--- src/rtl/bcd_timer_nd_if.sv ---
// Control and status bundle for the BCD countdown/countup timer.
// The master drives the command pulses and load value; the slave (timer)
// returns the count and status flags.
interface bcd_timer_nd_if #(
    parameter int DIGITS = 2
);
    logic                  start_stop;
    logic                  clear;
    logic                  load;
    logic [4*DIGITS-1:0]   load_val;
    logic                  up_dn;
    logic [4*DIGITS-1:0]   digits;
    logic                  running;
    logic                  done;
    logic                  expired;
    logic                  tick;

    modport master (
        output start_stop, clear, load, load_val, up_dn,
        input  digits, running, done, expired, tick
    );

    modport slave (
        input  start_stop, clear, load, load_val, up_dn,
        output digits, running, done, expired, tick
    );
endinterface

--- src/rtl/bcd_timer_nd.sv ---
// Multi-digit BCD timer with prescaled tick, run/pause control and
// terminal detection in both count directions. The count never wraps past
// 0 (down) or all-9s (up); reaching either parks the timer in DONE.
module bcd_timer_nd #(
    parameter int                  DIGITS   = 2,
    parameter int                  TICK_DIV = 100,
    parameter logic [4*DIGITS-1:0] PRESET   = {DIGITS{4'h9}}
) (
    input  logic           clk,
    input  logic           rst_n,   // active-high asynchronous reset
    bcd_timer_nd_if.slave  bus
);
    localparam logic [1:0] IDLE  = 2'd0;
    localparam logic [1:0] RUN   = 2'd1;
    localparam logic [1:0] PAUSE = 2'd2;
    localparam logic [1:0] DONE  = 2'd3;

    // A one-cycle divider still needs a 1-bit counter to keep widths legal.
    localparam int             PW        = (TICK_DIV > 1) ? $clog2(TICK_DIV) : 1;
    localparam logic [PW-1:0]  PRESC_MAX = PW'(TICK_DIV - 1);
    localparam logic [4*DIGITS-1:0] ALL_NINES = {DIGITS{4'h9}};

    logic [1:0]           state_q, state_d;
    logic [4*DIGITS-1:0]  digits_q, digits_d;
    logic [PW-1:0]        presc_q, presc_d;
    logic                 running_q, done_q, expired_q, tick_q;
    logic                 expired_d, tick_d;

    logic [4*DIGITS-1:0]  load_sat;     // load value with nibbles clamped to 9
    logic [4*DIGITS-1:0]  stepped;      // count after one BCD step in up_dn direction
    logic [DIGITS-1:0]    ripple;       // carry (up) / borrow (down) into each digit
    logic [4*DIGITS-1:0]  terminal;

    assign ripple[0] = 1'b1;
    assign terminal  = bus.up_dn ? ALL_NINES : '0;

    genvar gi;
    generate
        for (gi = 0; gi < DIGITS; gi++) begin : g_digit
            logic [3:0] nib;
            logic       at_edge;    // digit would wrap (9 going up, 0 going down)
            assign nib     = digits_q[4*gi +: 4];
            assign at_edge = bus.up_dn ? (nib == 4'd9) : (nib == 4'd0);
            assign stepped[4*gi +: 4] = !ripple[gi] ? nib :
                                        bus.up_dn   ? (at_edge ? 4'd0 : nib + 4'd1) :
                                                      (at_edge ? 4'd9 : nib - 4'd1);
            assign load_sat[4*gi +: 4] = (bus.load_val[4*gi +: 4] > 4'd9) ? 4'd9
                                                                          : bus.load_val[4*gi +: 4];
            if (gi < DIGITS - 1) begin : g_ripple
                assign ripple[gi+1] = ripple[gi] & at_edge;
            end
        end
    endgenerate

    // Next-state: clear > load > start_stop > tick; only the winner acts.
    always_comb begin
        state_d   = state_q;
        digits_d  = digits_q;
        presc_d   = presc_q;
        tick_d    = 1'b0;
        expired_d = 1'b0;
        if (bus.clear) begin
            digits_d = PRESET;
            state_d  = IDLE;
            presc_d  = '0;
        end else if (bus.load) begin
            digits_d = load_sat;
            state_d  = IDLE;
            presc_d  = '0;
        end else if (bus.start_stop && state_q != DONE) begin
            // Prescaler holds across the toggle so a resume keeps its phase.
            state_d = (state_q == RUN) ? PAUSE : RUN;
        end else if (state_q == RUN) begin
            if (presc_q == PRESC_MAX) begin
                presc_d = '0;
                tick_d  = 1'b1;
                if (digits_q == terminal) begin
                    // Already at the end for this direction: finish without stepping.
                    state_d   = DONE;
                    expired_d = 1'b1;
                end else begin
                    digits_d = stepped;
                    if (stepped == terminal) begin
                        state_d   = DONE;
                        expired_d = 1'b1;
                    end
                end
            end else begin
                presc_d = presc_q + PW'(1);
            end
        end
    end

    // State, count and registered status outputs.
    always_ff @(posedge clk or posedge rst_n) begin
        if (rst_n) begin
            state_q   <= IDLE;
            digits_q  <= PRESET;
            presc_q   <= '0;
            running_q <= 1'b0;
            done_q    <= 1'b0;
            expired_q <= 1'b0;
            tick_q    <= 1'b0;
        end else begin
            state_q   <= state_d;
            digits_q  <= digits_d;
            presc_q   <= presc_d;
            running_q <= (state_d == RUN);
            done_q    <= (state_d == DONE);
            expired_q <= expired_d;
            tick_q    <= tick_d;
        end
    end

    assign bus.digits  = digits_q;
    assign bus.running = running_q;
    assign bus.done    = done_q;
    assign bus.expired = expired_q;
    assign bus.tick    = tick_q;
endmodule

--- src/flat_wrapper.sv ---
// flat-port wrapper written by rule: the top's interface ports become plain ports
module bcd_timer_nd_flat 
#(
    parameter int                  DIGITS   = 2,
    parameter int                  TICK_DIV = 100,
    parameter logic [4*DIGITS-1:0] PRESET   = {DIGITS{4'h9}}
)
  (clk, rst_n, bus_start_stop, bus_clear, bus_load, bus_load_val, bus_up_dn, bus_digits, bus_running, bus_done, bus_expired, bus_tick);
  bcd_timer_nd_if #(.DIGITS(DIGITS)) bus_i ();
  input  logic clk;
  input  logic rst_n;
  input wire logic [$bits(bus_i.start_stop)-1:0] bus_start_stop;
  input wire logic [$bits(bus_i.clear)-1:0] bus_clear;
  input wire logic [$bits(bus_i.load)-1:0] bus_load;
  input wire logic [$bits(bus_i.load_val)-1:0] bus_load_val;
  input wire logic [$bits(bus_i.up_dn)-1:0] bus_up_dn;
  output wire logic [$bits(bus_i.digits)-1:0] bus_digits;
  output wire logic [$bits(bus_i.running)-1:0] bus_running;
  output wire logic [$bits(bus_i.done)-1:0] bus_done;
  output wire logic [$bits(bus_i.expired)-1:0] bus_expired;
  output wire logic [$bits(bus_i.tick)-1:0] bus_tick;
  assign bus_i.start_stop = bus_start_stop;
  assign bus_i.clear = bus_clear;
  assign bus_i.load = bus_load;
  assign bus_i.load_val = bus_load_val;
  assign bus_i.up_dn = bus_up_dn;
  assign bus_digits = bus_i.digits;
  assign bus_running = bus_i.running;
  assign bus_done = bus_i.done;
  assign bus_expired = bus_i.expired;
  assign bus_tick = bus_i.tick;
  bcd_timer_nd #(.DIGITS(DIGITS), .TICK_DIV(TICK_DIV), .PRESET(PRESET)) u_core (.clk(clk), .rst_n(rst_n), .bus(bus_i));
endmodule
--- config.mk ---
export PLATFORM = sky130hd
export DESIGN_NAME = bcd_timer_nd_flat
export DESIGN_NICKNAME = d
export VERILOG_FILES = /design/src/rtl/bcd_timer_nd_if.sv /design/src/rtl/bcd_timer_nd.sv /design/src/flat_wrapper.sv
export SDC_FILE = /design/constraint.sdc
export NUM_CORES = 1
export LEC_CHECK = 0
export CORE_MARGIN = 4
export CORE_UTILIZATION = 30
export CTS_CLUSTER_SIZE = 25
export DETAILED_ROUTE_END_ITERATION = 6
export GPL_ROUTABILITY_DRIVEN = 0
export GPL_TIMING_DRIVEN = 1
export HOLD_SLACK_MARGIN = 0.05
export REMOVE_ABC_BUFFERS = 1
export SYNTH_ARGS = -nofsm -noshare
export SYNTH_HDL_FRONTEND = slang
export SYNTH_SLANG_ARGS = --single-unit
--- constraint.sdc ---
create_clock -name clk -period 2.59 [get_ports clk]
set_input_delay 0.259 -clock clk [delete_from_list [all_inputs] [get_ports clk]]
set_output_delay 0.259 -clock clk [all_outputs]
set_load 0.1 [all_outputs]
==> impl_results.md <==
* Count of flip-flops with a built-in enable after synthesis at 0
* Final Hold Viols at 0
* # fillers at 573
* Clock latency on the worst-skew pair at 0.25 ns
* Sequential fraction of the synthesis area at between 30% and 40%
* Largest cells by area after synthesis: dfrtp_1, dfstp_2, ha_1, nor2_1, nand2_1
* Top cell type by total area after synthesis: dfrtp_1
* Met1 Usage GRT at between 10% and 20%
* R2R setup slack at 0.18 ns
* Power per cell area at 457 mW/mm^2
* Nets@finish at about 260
* R2R depth at 8
* Starting density of the core at between 30% and 40%
* Met3 usage at 3.17%
* P&R area growth vs syn at 25.4%
* Iter 0 DRT Violations at 93
* TritonCTS buffer count at 3
* Leak Pwr at 0.910 nW
* Cts hold-fix bufs at 0
* Tot GR Track Use at about an eighth
* Clock sink count at 21
* Pre-antenna DRT Iters at 4
* Initial antenna violation count at 0
* # setup viols final at 0
* Largest net degree at the start of global routing at 22
* Grt ovf at 0
* GR peak layer: met2
* Share of layout cells above drive strength 1 at 19.7%
* Crit path DAT at 2.56 ns
* Hold slack at 0.458 ns
* Yosys reg bits at 21
* Netlist area before placement at 0.00170 sq mm
* Vias per Instance at 5.28
* Predominant post-synthesis flop cell: dfrtp_1
* Die Height at 83.2 microns
* Detailed Route WL at 4.52 mm
* Top-area cell type share of the netlist area at 25.1%
* Critical Path RT at 2.74 ns
* Syn Area/Cell at 8.62 sq um
* CTS tree: yes
* Critical Path Sink Type: flip-flop
* RR Startpoint: u_core.bus.digits[4]$_DFFE_PP1P_
* Clock Path Buffers at 2
* Rel. slew slack at between 40% and 50%
* Slew @ Worst Pin at 0.799 ns
* Post-route minimum period at 2.41 ns
* DP Wirelength at 3.47 mm
* Fin area at 0.00213 sq mm
* Met2 usage at 19.5%
* Type of the worst min-delay path: input port to asynchronous set/reset pin
* Worst Clk Skew at 0.000746 ns
* # diodes at 0
* Placed instance area at 0.00208 sq mm
* Vias in the first global route at 1517
* Synth warn at 0
* Worst r2r dst: u_core.state_q[1]$_DFF_PP0_
* Global-route wire length before repair at 7.45 mm
* Detail Route Antenna Nets at 0
* PortBufs at 25
* Cts repair resizes at 0
* Max FO, Critical Path at 6
* Ports at 26
* Via count at 1610
* Slew Limit Fails at 0
* Crit path kind: flip-flop to flip-flop
* CP startpoint kind: flip-flop
* Unrepaired setup endpoints after global routing: no
* Row cnt at 27
* CORE AREA at 0.00551 sq mm
* Number of post-CTS setup repair buffers at 0
* Max Freq at between 0.4 and 0.5 GHz
* Outcome: complete, no violations
* Distinct cells, synth at 61
* Final Cycle Share at 93.0%
* H-tree depth at 1
* Multi-input logic area at ~0.0011 sq mm
* Storage cell area at 531 sq um
* Residual DRC at 0
* Cells after Synth at 197
* Clock transition at path regs at 0.07 ns
* Max-capacitance violation count at 0
* CTS root buffer: clkbuf_8
* WL per Instance at 14.8 microns
* Die area at 0.00693 sq mm
* Die X at between 80 and 90 microns
* VDD IR max at 0.247 mV
* Async SR Flop Fraction at 100%
-- worst max-delay path, cell delays in order, from the launching register on --
cell and delay (ns):
dfstp_2 0.53, inv_1 0.09, ha_1 0.32, or4b_1 0.45, o21ai_0 0.16, a32oi_4 0.16, a41oi_2 0.25, a31oi_2 0.09
a31o_1 0.24
-- metal layers --
layer	wire [microns]	vias to the layer above
li1	-	810
met4	42	0
met2	1970	45
met5	0	-
met1	2290	751
met3	219	4
-- power by group --
group          switching (mW)  internal, mW  leakage, nW
Sequential             0.0223         0.346        0.276
Clock                  0.0999         0.109       0.0228
Combinational           0.253         0.143        0.611
-- cell type report --
cell class	instances	area share, %
clock buffers	4	2.12
repair buffers	41	16.0
multi-input cells	157	51.0
inverters	10	1.76
flip-flops and latches	21	24.9
well taps	72	4.23
-- per-stage QoR --
stage               setup TNS (ns)  power (mW)  std cells  setup WS (ns)  util (%)
floorplan                    -1.10       0.638        188         -0.349         -
global placement                 0       0.768        301          0.170      37.9
detailed placement               0       0.768        301          0.126      37.9
CTS                              0       0.983        305          0.166      38.7
global route                     0        1.04        305         0.0936      38.7
finish                           0       0.973        305          0.182      38.7
-- worst max-delay path by stage --
stage                                           startpoint                          endpoint  slack (ns)  depth (start not counted)
after global placement                           bus_up_dn  u_core.bus.digits[3]$_DFFE_PP1P_        0.17                          8
after CTS                 u_core.bus.digits[4]$_DFFE_PP1P_       u_core.state_q[1]$_DFF_PP0_        0.17                          8
final                     u_core.bus.digits[4]$_DFFE_PP1P_       u_core.state_q[1]$_DFF_PP0_        0.18                          8
after global routing      u_core.bus.digits[4]$_DFFE_PP1P_       u_core.state_q[1]$_DFF_PP0_        0.09                          8
after floorplan           u_core.bus.digits[5]$_DFFE_PP0P_       u_core.state_q[1]$_DFF_PP0_       -0.35                          8
after detailed placement                         bus_up_dn      u_core.bus.running$_DFF_PP0_        0.13                          7
-- Yosys cell counts (5+ instances only) --
cell type	number
a21oi_1	10
a31oi_1	5
and3_1	6
clkbuf_1	6
dfrtp_1	17
ha_1	8
inv_1	10
nand2_1	14
nand2b_1	7
nand3_1	6
nor2_1	20
nor3_1	5
o21ai_0	9
-- state kept, by name, indices dropped and copies added (netlist names) --
signal / cells
u_core.bus.running: 1
u_core.bus.expired: 1
u_core.bus.digits: 8
u_core.state_q: 2
u_core.bus.done: 1
u_core.bus.tick: 1
u_core.presc_q: 7
-- logic make-up (layout without fill, tap and decap cells) --
logic type,count (synthesis),in the layout,share of synthesized area (%)
simple gates,79,79,25.6
compound gates,63,63,28.6
flops,21,21,31.2
buf+inv,19,55,4.79
fa+ha+maj,8,8,5.90
mux,4,4,2.36
xor+xnor,3,3,1.55
-- placed cells by master (no fill, tap or decap), types with 4 or more instances in the layout --
cell             netlist  routed
nand2b_1               7       7
and3_1                 6       6
a21oi_1               10      10
nor2_1                20      20
a31oi_1                5       5
buf_4                  0      28
dfrtp_1               17      17
and2_1                 4       4
nor3_1                 5       5
ha_1                   8       8
a22o_1                 4       4
inv_1                 10      10
dfstp_2                4       4
clkdlybuf4s50_1        0      13
o21ai_0                9       9
mux2i_1                4       4
nand3_1                6       6
nand2_1               14      14
(Power assumes the default switching activity.)
